===== config.mk =====
export PLATFORM = sky130hd
export DESIGN_NAME = ps_regfile
export DESIGN_NICKNAME = d
export VERILOG_FILES = /design/src/rtl/ps_regfile_pkg.sv /design/src/rtl/ps_regfile_wr_arb.sv /design/src/rtl/ps_regfile.sv
export SDC_FILE = /design/constraint.sdc
export NUM_CORES = 1
export LEC_CHECK = 0
export BUFFER_PORTS_ARGS = -buffer_cell sky130_fd_sc_hd__buf_2
export CAP_MARGIN = 20
export CORE_AREA = 4 4 291 293
export CTS_BUF_LIST = sky130_fd_sc_hd__clkbuf_4 sky130_fd_sc_hd__clkbuf_8
export DETAILED_ROUTE_END_ITERATION = 10
export DIE_AREA = 0 0 295 297
export SYNTH_ARGS = -nofsm -noshare
export SYNTH_HDL_FRONTEND = slang
export SYNTH_SLANG_ARGS = --single-unit

===== constraint.sdc =====
create_clock -name clk -period 2.5 [get_ports clk]
set_clock_uncertainty 0.15 [all_clocks]
set_input_delay 0.25 -clock clk [delete_from_list [all_inputs] [get_ports clk]]
set_output_delay 0.25 -clock clk [all_outputs]
set_load 0.005 [all_outputs]

===== src/rtl/ps_regfile_pkg.sv =====
// ps_regfile_pkg: shared write-FSM state enum, out-of-range read value and index range helper
package ps_regfile_pkg;
  typedef enum logic {W_IDLE, W_WAIT} wstate_e;
  localparam logic [63:0] RD_OOR_VAL = '1;
  function automatic logic reg_idx_valid(input logic [31:0] idx, input int unsigned mem_size);
    return idx < mem_size;
  endfunction
endpackage


===== src/rtl/ps_regfile_wr_arb.sv =====
// ps_regfile_wr_arb: PS write FSM with fixed-priority PS/PL arbitration; in: clk rst ps_write_req windex wdata pl_wr_*; out: wcomplete pl_wr_ready we wr_index wr_data
module ps_regfile_wr_arb
  import ps_regfile_pkg::*;
#(
  parameter int MEM_SIZE = 16,
  parameter int DATA_W = 32,
  parameter int IDX_W = 32,
  parameter logic [MEM_SIZE-1:0] RO_MASK = '0,
  localparam int AW = $clog2(MEM_SIZE)
) (
  input  logic              clk,
  input  logic              rst,
  input  logic              ps_write_req,
  input  logic [IDX_W-1:0]  windex,
  input  logic [DATA_W-1:0] wdata,
  output logic              wcomplete,
  input  logic              pl_wr_valid,
  input  logic [IDX_W-1:0]  pl_wr_index,
  input  logic [DATA_W-1:0] pl_wr_data,
  output logic              pl_wr_ready,
  output logic              we,
  output logic [AW-1:0]     wr_index,
  output logic [DATA_W-1:0] wr_data
);
  wstate_e state_q, state_d;
  logic wcomplete_q, wcomplete_d;
  logic ps_go, ps_legal, pl_legal;
  always_comb begin
    ps_go = state_q == W_IDLE && ps_write_req;
    ps_legal = reg_idx_valid(32'(windex), MEM_SIZE) && !RO_MASK[windex[AW-1:0]];
    pl_legal = pl_wr_valid && reg_idx_valid(32'(pl_wr_index), MEM_SIZE);
    state_d = ps_go ? W_WAIT : ps_write_req ? state_q : W_IDLE;
    wcomplete_d = ps_go;
  end
  assign pl_wr_ready = !ps_go;
  assign we = !rst && (ps_go ? ps_legal : pl_legal);
  assign wr_index = ps_go ? windex[AW-1:0] : pl_wr_index[AW-1:0];
  assign wr_data = ps_go ? wdata : pl_wr_data;
  assign wcomplete = wcomplete_q;
  always_ff @(posedge clk) begin
    if (rst) begin
      state_q <= W_IDLE;
      wcomplete_q <= 1'b0;
    end else begin
      state_q <= state_d;
      wcomplete_q <= wcomplete_d;
    end
  end
endmodule


===== src/rtl/ps_regfile.sv =====
// ps_regfile: PS/PL-writable register bank with tagged PS reads; in: clk rst ps write, rd_req/rd_index, pl_wr_*; out: wcomplete have_rdata rdata_out rindex_out pl_wr_ready reg_q reg_wr_pulse
module ps_regfile
  import ps_regfile_pkg::*;
#(
  parameter int MEM_SIZE = 16,
  parameter int DATA_W = 32,
  parameter int IDX_W = 32,
  parameter logic [MEM_SIZE-1:0] RO_MASK = '0
) (
  input  logic                       clk,
  input  logic                       rst,
  input  logic                       ps_write_req,
  input  logic [IDX_W-1:0]           windex,
  input  logic [DATA_W-1:0]          wdata,
  output logic                       wcomplete,
  input  logic                       rd_req,
  input  logic [IDX_W-1:0]           rd_index,
  output logic                       have_rdata,
  output logic [DATA_W-1:0]          rdata_out,
  output logic [IDX_W-1:0]           rindex_out,
  input  logic                       pl_wr_valid,
  input  logic [IDX_W-1:0]           pl_wr_index,
  input  logic [DATA_W-1:0]          pl_wr_data,
  output logic                       pl_wr_ready,
  output logic [MEM_SIZE*DATA_W-1:0] reg_q,
  output logic [MEM_SIZE-1:0]        reg_wr_pulse
);
  localparam int AW = $clog2(MEM_SIZE);
  logic [DATA_W-1:0] mem_q [MEM_SIZE];
  logic [DATA_W-1:0] mem_d [MEM_SIZE];
  logic [MEM_SIZE-1:0] pulse_q, pulse_d;
  logic have_rdata_q, have_rdata_d;
  logic [DATA_W-1:0] rdata_q, rdata_d;
  logic [IDX_W-1:0] rindex_q, rindex_d;
  logic we;
  logic [AW-1:0] wr_index;
  logic [DATA_W-1:0] wr_data;
  ps_regfile_wr_arb #(
    .MEM_SIZE(MEM_SIZE),
    .DATA_W(DATA_W),
    .IDX_W(IDX_W),
    .RO_MASK(RO_MASK)
  ) u_wr_arb (
    .clk(clk),
    .rst(rst),
    .ps_write_req(ps_write_req),
    .windex(windex),
    .wdata(wdata),
    .wcomplete(wcomplete),
    .pl_wr_valid(pl_wr_valid),
    .pl_wr_index(pl_wr_index),
    .pl_wr_data(pl_wr_data),
    .pl_wr_ready(pl_wr_ready),
    .we(we),
    .wr_index(wr_index),
    .wr_data(wr_data)
  );
  always_comb begin
    mem_d = mem_q;
    pulse_d = '0;
    if (we) begin
      mem_d[wr_index] = wr_data;
      pulse_d[wr_index] = 1'b1;
    end
    have_rdata_d = rd_req;
    // reads see mem_q, so a same-cycle write to the same index returns the old value
    rdata_d = !rd_req ? rdata_q :
              reg_idx_valid(32'(rd_index), MEM_SIZE) ? mem_q[rd_index[AW-1:0]] : RD_OOR_VAL[DATA_W-1:0];
    rindex_d = rd_req ? rd_index : rindex_q;
  end
  always_ff @(posedge clk) begin
    if (rst) begin
      mem_q <= '{default: '0};
      pulse_q <= '0;
      have_rdata_q <= 1'b0;
      rdata_q <= '0;
      rindex_q <= '0;
    end else begin
      mem_q <= mem_d;
      pulse_q <= pulse_d;
      have_rdata_q <= have_rdata_d;
      rdata_q <= rdata_d;
      rindex_q <= rindex_d;
    end
  end
  for (genvar i = 0; i < MEM_SIZE; i++) begin : g_flat
    assign reg_q[i*DATA_W +: DATA_W] = mem_q[i];
  end
  assign reg_wr_pulse = pulse_q;
  assign have_rdata = have_rdata_q;
  assign rdata_out = rdata_q;
  assign rindex_out = rindex_q;
endmodule


After elaboration in Yosys (flattened, before gate mapping) --
Memories as Yosys holds them, arrays and structs flattened. Index checks and enable logic that the tools add are counted.
Storage, ports and cells: register bits 595, bits in read-only memories 16, input port bits 165, output and inout bits 595, memories 1
Operators by class: order comparisons 9, eq/ne operators 1, mux-type cells 15, bitwise logic cells 4, reductions and logical operators 10
Memories:
- (name not given) | depth 16, width 1, read ports 1, clocked after memory_dff 0, wr ports 0, line ps_regfile_wr_arb.sv:30 | ps_legal = reg_idx_valid(32'(windex), MEM_SIZE) && !RO_MASK[windex[AW-1:0]];
Operators with widths (count):
- 512-bit bitwise mux | 1
- 32-bit 2-to-1 mux | 5
- 32-bit binary-select mux with 4-bit select | 1
- 32-bit demux with 4-bit select | 1
- 32-bit by 5-bit < comparator with 1-bit output, second input constant | 3
- 5-bit greater-or-equal comparator, second input constant | 2
- 4-bit by 5-bit < comparator with 1-bit output, second input constant | 2
- 4-bit inverter with 5-bit output | 2
- 1-bit logical AND | 6
- 5-bit by 1-bit < comparator with 1-bit output, second input constant | 1
- 1-bit 2-to-1 mux | 5
- 1-bit demux with 4-bit select | 1
- 4-bit by 1-bit greater-or-equal comparator with 1-bit output, second input constant | 1
- 4-bit 2-to-1 mux | 1
- 1-bit zero test | 3
- 2-bit by 1-bit inequality test with 1-bit output, second input constant | 1
- 1-bit inverter | 2
- 2-bit OR reduction | 1

Logic depth before layout (Yosys ltp) --
Gate-level depths: netlist of run 1.
depth after elaboration 9, gate-level depth with buffers 9, gate-level depth less buffers 6

Hierarchy --
From an unflattened synthesis of run 1, not the netlist that was laid out.
Second synthesis, totals: cells, all modules 3154, area total of the unflattened synthesis 25560.8 um^2
Modules (own cells, without submodules):
- ps_regfile | instances 1, cells an instance 3087, area an instance 24937.7 um^2, seq. area each 11871.4 um^2
- ps_regfile_wr_arb | instances 1, cells an instance 67, area an instance 623.1 um^2, seq. area each 40.0 um^2

Worst setup path after synthesis of run 1 --
No wires, ideal clock.
path type input port to flip-flop, start in rd_index[0], end reg rdata_q[10] (netlist: rdata_out[10]), setup time 0.116 ns, arrival time 1.905 ns, required time 2.234 ns, slack 0.329 ns, cell stages on the path 6, path buffers 2, path through buf_2 > clkbuf_1 > mux4_2 > o211ai_1 > o211ai_1 > o211a_1
Between the ends: cells in the longest elaborated chain, start to end 5, elaborated cells on any way between the ends 6, those cells by class 1 x order compare; 4 x mux; 1 x bitwise
RTL lines:
- start, declared | line ps_regfile.sv:17 | input logic [IDX_W-1:0] rd_index,
- branches (longest 4 deep; another with 32-bit by 5-bit < comparator with 1-bit output)
- 32-bit 2-to-1 mux (*) | line ps_regfile.sv:68 | reg_idx_valid(32'(rd_index), MEM_SIZE) ? mem_q[rd_index[AW-1:0]] : RD_OOR_VAL[DATA_W-1:0];
- end signal, assigned | line ps_regfile.sv:82 | rdata_q <= rdata_d;
- end, declared | line ps_regfile.sv:33 | logic [DATA_W-1:0] rdata_q, rdata_d;
Every way passes the cells marked *. The select of a mux whose other input is x is not followed. A chain may end at the register's enable or synchronous reset.

==> metrics.cfg, run 1 <==
[die]
die_w_um = 295
start_util = 0.3142
die_area_um2 = 87620
core_area_um2 = 81850
die_h_um = 297
ioPinCount = 760
std_cell_rows = 105

[timing]
fin_crit_ns = 2.434
fin_crit_sh = 0.9737
hold_viol_final = 0
slew_viol_final = 0
rsz0062_at_grt = no
finalSetupViolations = 0
timing.fmax_mhz = 410.8
tightest_slew_ns = 0.7436
whs_ns = 0.1063
relSlewSlack = 0.5025

[finish]
multi_input_area_um2 = 13150
post-route-util = 0.4387
design_area_um2 = 35900
nFillCells = 7801
drive_gt1_frac = 0.3554
regArea_um2 = 11910
fin_nets = 3556
instances_no_fill = 4552
area_growth_pct = 39.63

[worst_setup_path]
cp_max_fo = 65
max_stage_delay_ns = 0.60
critPathKind = in -> reg
worstPathCellList = dlygate4sd3_1 -> buf_4 -> buf_12 -> mux2i_1 -> dlygate4sd3_1 -> nor2_1 -> dlygate4sd3_1
crit_top_cell = dlygate4sd3_1
cp.arrival_ns = 2.87
reg2reg_to = reg_q[241]
ff2ff_path_depth = 10
r2r_slack_ns = 0.12
cp.required_ns = 2.94
cp-start-kind = input port
r2r_start = u_wr_arb.state_q
critPathSlowestCell = dlygate4sd3_1
crit_path_end_kind = flop

[synthesis]
synth-edff-count = 0
synth_top_area_frac = 0.4632
syn_area_um2 = 25710
ys_types = 35
synth-seq-cells = 595
yosysWarnings = 0
synth_common_cells = 642 x nand2_1, 636 x mux2i_1, 595 x dfxtp_1
postSynthAreaPerCell_um2 = 10.47
synth_cells = 2456
synth_nets = 2621
synth_flop_cell = dfxtp_1
ys_top_cells_by_area = dfxtp_1 46%, mux2i_1 25%, nand2_1 9.4%
async_reset_ff_frac = 0
synth_most_common_cell = nand2_1
yosys.area.top_type = dfxtp_1
synth-seq-area-share = 0.4632

[cts]
cts_root_buf = clkbuf_8
cts_sinks = 595
htreeDepth = 3
cts_tree = yes
cts_inserted_buffers = 105
clk_path_buf_depth = 3
worst_skew_pair.late_latency_ns = 0.70
cts.clk_slew.worst_paths_ns = 0.06

[placement]
gp_congestion = 0.8795
place_inst = 4216
port_buffers = 759
detailed_place.area_um2 = 32070
dp_hpwl_um = 80580

[power]
ir_drop_v = 0.0003743
powerDensity_nw_per_um2 = 595.0
p_leak_uw = 0.01927

[min_path]
min_to = rindex_out[0]
whs_path_depth = 4
hp-start = rd_index[0]
hp-class = in -> reg

[run_status]
status = finished, final reports clean

[drt]
viasPerCell = 5.137
drt_wl_total_um = 112300
ant_nets = 0
vias = 23382
first_pass_iters = 5
wl_per_cell_um = 24.67
drtIter0Drc = 1373
drc = 0

[global_route]
grt_overflow = 0
grt_pass1_wl_um = 162600
antenna_found_initial = 4
grt_use_total = 0.2475
grt_pass1_vias = 23560
grt_max_degree = 79

[run]
cap_violations = 0

-- state kept, by name, indices dropped and copies added (netlist names) --
name	flops
have_rdata	1
rindex_out	32
rdata_out	32
u_wr_arb.wcomplete	1
u_wr_arb.state_q	1
reg_q	512
reg_wr_pulse	16
-- timing repair --
| action | 4_1_cts | 5_1_grt |
|---|---|---|
| buffers inserted | 0 | 0 |
| hold buffers | 138 | 0 |
| endpoints found under the hold margin | 427 | 0 |
| setup endpoints to repair | 0 | 237 |
| resized for setup | 0 | 14 |
-- through the flow --
| stage | power, uW | setup TNS (ns) | worst slack (ns) |
|---|---|---|---|
| 3_3_place_gp | 11310 | -76.14 | -0.2228 |
| 4_1_cts | 21590 | 0 | 0.02723 |
| 3_5_place_dp | 11310 | -65.25 | -0.2226 |
| 6_report | 21360 | 0 | 0.06582 |
| 5_1_grt | 22140 | 0 | 0.003112 |
| 2_1_floorplan | 10550 | 0 | 0.3285 |
-- logic make-up (layout without fill, tap and decap cells) --
kind of cell	count (synthesis)	after routing	share of synthesized area
other cells	0	4	0
flops	595	595	0.4632
compound gates	156	156	0.05177
mux	735	735	0.3338
buf+inv	227	1249	0.03640
simple gates	743	743	0.1148
-- final cells by class --
type | instances | share of cell area
Clock inverter | 20 | 0.005401
Tap cell | 1070 | 0.03729
Timing Repair Buffer | 1051 | 0.1974
Inverter | 4 | 0.0006273
Multi-Input combinational cell | 1634 | 0.3663
Sequential cell | 595 | 0.3318
Clock buffer | 174 | 0.06095
Antenna cell | 4 | 0.0002788
-- layer usage --
metal | global-route usage | up-vias | share of wire
met5 | 0 | - | 0
met2 | 0.4154 | 971 | 0.48
met3 | 0.05674 | 236 | 0.072
met4 | 0.09914 | 0 | 0.040
li1 | - | 10574 | -
met1 | 0.3070 | 11601 | 0.41
-- power breakdown --
| part | switching [uW] | leakage [uW] | internal (uW) | total, uW |
|---|---|---|---|---|
| logic | 1010 | 0.0132 | 725 | 1740 |
| clock network | 4280 | 0.00127 | 5750 | 10000 |
| registers | 39.3 | 0.00481 | 9550 | 9590 |
| total | 5330 | 0.0193 | 16000 | 21400 |
-- critical path: cells and delay by family --
| kind | cells | cell delay, ns |
|---|---|---|
| buffers and inverters | 5 | 2.25 |
| muxes | 1 | 0.30 |
| and+or+nand+nor | 1 | 0.04 |
-- placed cells by master, fill, tap and decap left out, types with 5 or more instances in the layout --
cell type	count
o211a_1	32
clkbuf_4	33
nand2_1	642
o211ai_1	61
buf_2	754
buf_6	10
nor2_1	35
mux4_2	98
nand4_1	5
buf_12	55
buf_4	92
clkinv_2	11
o2111ai_4	16
nor4_1	32
a22oi_1	30
dlygate4sd3_1	138
mux2i_1	636
clkbuf_8	141
dfxtp_1	595
-- how the worst max path moves through the flow --
stage / start / end / depth (start not counted)
CTS: u_wr_arb.state_q / reg_q[343] / 10
detailed placement: pl_wr_index[21] / reg_q[181] / 10
finish: rd_req / rindex_out[31] / 7
global placement: windex[24] / reg_q[150] / 10
floorplan: rd_index[0] / rdata_out[10] / 6
global route: u_wr_arb.state_q / reg_q[173] / 10
(Power assumes the default switching activity.)
==> run 2, diff against run 1 <==
--- a/config.mk
+++ b/config.mk
@@ -11,6 +11,7 @@
 export CTS_BUF_LIST = sky130_fd_sc_hd__clkbuf_4 sky130_fd_sc_hd__clkbuf_8
 export DETAILED_ROUTE_END_ITERATION = 10
 export DIE_AREA = 0 0 295 297
+export RECOVER_POWER = 100
 export SYNTH_ARGS = -nofsm -noshare
 export SYNTH_HDL_FRONTEND = slang
 export SYNTH_SLANG_ARGS = --single-unit
==> run 2 against run 1 <==
  * Fmax decreased by 0.59%
  * Power about the same
  * Hold slack better by 0.0037 ns
  * Core utilization is 1.1 points lower
  * Design area decreased by 2.5%
  * Sequential power hardly changed
  * Global-route usage did not move
  * Critical path type unchanged
  * Largest power group unchanged
==> metrics.cfg, run 2 (same netlist as run 1, synthesis figures left out) <==
[run_status]
status = finished, final reports clean

[timing]
relSlewSlack = 0.3304  ; -0.1720
rsz0062_at_grt = no
whs_ns = 0.1100  ; +0.003725 ns
fin_crit_sh = 0.9794  ; +0.005752
hold_viol_final = 0  ; unchanged
final.setup.worst_slack_ns = 0.05144  ; -0.01438 ns
tightest_slew_ns = 1.004  ; +0.2608 ns
fin_crit_ns = 2.449  ; +0.01438 ns
timing.fmax_mhz = 408.4  ; -0.59%
slew_viol_final = 0  ; unchanged
finalSetupViolations = 0  ; unchanged

[worst_setup_path]
critPathKind = in -> reg
worstSetupEndpoint = rindex_out[31]
crit_start = rd_req
crit_top_cell = dlygate4sd3_1
cp-start-kind = input port
r2r_start = u_wr_arb.state_q
reg2reg_to = reg_q[111]
cp.arrival_ns = 2.88  ; about the same
cp.required_ns = 2.93  ; about the same
crit_path_end_kind = flop
r2r_slack_ns = 0.10  ; -0.02 ns
worstPathCellList = dlygate4sd3_1 -> buf_4 -> buf_12 -> mux2i_1 -> dlygate4sd3_1 -> nor2_1 -> dlygate4sd3_1
max_stage_delay_ns = 0.60  ; about the same
cp_max_fo = 65  ; unchanged
critPathSlowestCell = dlygate4sd3_1
ff2ff_path_depth = 9  ; -1

[cts]
clk_path_buf_depth = 3  ; unchanged
cts.clk_slew.worst_paths_ns = 0.06  ; about the same
htreeDepth = 3  ; unchanged
worst_skew_pair.late_latency_ns = 0.70  ; about the same
cts_root_buf = clkbuf_8
cts_inserted_buffers = 105  ; unchanged
cts_tree = yes
cts_sinks = 595  ; unchanged

[power]
p_switching_uw = 5326  ; about the same
p_leak_uw = 0.01727  ; -10%
swShare = 0.2496  ; about the same
p_int_uw = 16020  ; -0.10%
power_uw = 21340  ; about the same
combPwrFrac = 0.080  ; about the same
p_clk_frac = 0.470  ; about the same
ir_drop_v = 0.0003729  ; -0.38%
powerDensity_nw_per_um2 = 609.5  ; +2.4%
seq_power_share = 0.450  ; about the same

[drt]
wl_per_cell_um = 24.70  ; +0.14%
vias = 23323  ; -0.25%
drc = 0  ; unchanged
first_pass_iters = 5  ; unchanged
ant_nets = 0  ; unchanged
drtIter0Drc = 1471  ; +7.1%
viasPerCell = 5.123  ; -0.27%
drt_wl_total_um = 112500  ; +0.16%

[finish]
area_growth_pct = 36.18
drive_gt1_frac = 0.2286  ; -0.1268
fin_nets = 3556  ; unchanged
design_area_um2 = 35020  ; -2.5%
layout_commonest_cell = nand2_1
largest_reg_flops = 512  ; unchanged
instances_no_fill = 4553  ; +0.022%
mostFrequentLayoutCells = 642 x nand2_1, 636 x mux2i_1, 595 x dfxtp_1
nFillCells = 8068  ; +3.4%

[placement]
dp_hpwl_um = 80580  ; unchanged
gp_congestion = 0.8795  ; unchanged
preCtsSetupSlack_ns = -0.2226  ; unchanged
detailed_place.area_um2 = 32070  ; unchanged
port_buffers = 759  ; unchanged
place_inst = 4216  ; unchanged

[min_path]
hp-class = in -> reg

[die]
std_cell_rows = 105  ; unchanged
die_h_um = 297  ; unchanged
die_area_um2 = 87620  ; unchanged
start_util = 0.3142  ; unchanged
core_area_um2 = 81850  ; unchanged
ioPinCount = 760  ; unchanged
die_w_um = 295  ; unchanged

[global_route]
grt_pass1_vias = 23560  ; unchanged
antenna_found_initial = 4  ; unchanged
grt_pass1_wl_um = 162600  ; unchanged
grt_overflow = 0  ; unchanged
grt_max_degree = 79  ; unchanged
grt_use_total = 0.2475  ; unchanged

[run]
cap_violations = 0  ; unchanged

run 2: area by class of cell:
| cell class | instances | area, um^2 | area share |
|---|---|---|---|
| inverter | 4 | 22.52 | 0.0006432 |
| sequential | 595 | 11910 | 0.3402 |
| clock inverter | 20 | 193.9 | 0.005538 |
| tap | 1070 | 1339 | 0.03823 |
| clock buffer | 174 | 2188 | 0.06249 |
| multi-input combinational | 1634 | 13030 | 0.3721 |
| antenna | 5 | 12.51 | 0.0003573 |
| timing repair buffer | 1051 | 6319 | 0.1804 |
run 2: worst min path at each step:
stage / from / endpoint / slack [ns] / cells past startpoint
2_1_floorplan: u_wr_arb.state_q / u_wr_arb.wcomplete / 0.24 / 1
3_3_place_gp: u_wr_arb.state_q / u_wr_arb.wcomplete / 0.30 / 1
3_5_place_dp: u_wr_arb.state_q / u_wr_arb.wcomplete / 0.30 / 1
4_1_cts: pl_wr_data[12] / reg_q[140] / 0.006 / 6
5_1_grt: pl_wr_data[12] / reg_q[300] / 0.06 / 6
6_report: rd_index[0] / rindex_out[0] / 0.11 / 4
run 2: repair_timing:
item                       CTS  global route
setup endpoints to repair    0           237
setup buffers                0             0
gates resized for setup      0            14
hold endpoints to repair   427             0
hold buffers               138             0
run 2: critical path: cells and delay by family:
kind | cells | cell delay (ns)
muxes | 1 | 0.30
buffers and inverters | 5 | 2.26
and+or+nand+nor | 1 | 0.04
run 2: stage by stage:
step | TNS (ns) | utilization
finish | 0 | 0.4278
floorplan | 0 | -
CTS | 0 | 0.4378
global placement | -76.14 | 0.3918
detailed placement | -65.25 | 0.3918
global route | 0 | 0.4278
run 2: power by group through the flow:
stage / clock [uW] / combinational (uW) / sequential [uW]
floorplan: 0 / 754 / 9800
global placement: 0 / 1510 / 9800
detailed placement: 0 / 1510 / 9800
CTS: 10300 / 1720 / 9590
global route: 10700 / 1830 / 9600
finish: 10000 / 1710 / 9600
run 2: routing by layer:
layer,share of wire,track usage
met2,0.48,0.4154
met5,0,0
met1,0.42,0.3070
met4,0.040,0.09914
met3,0.068,0.05674
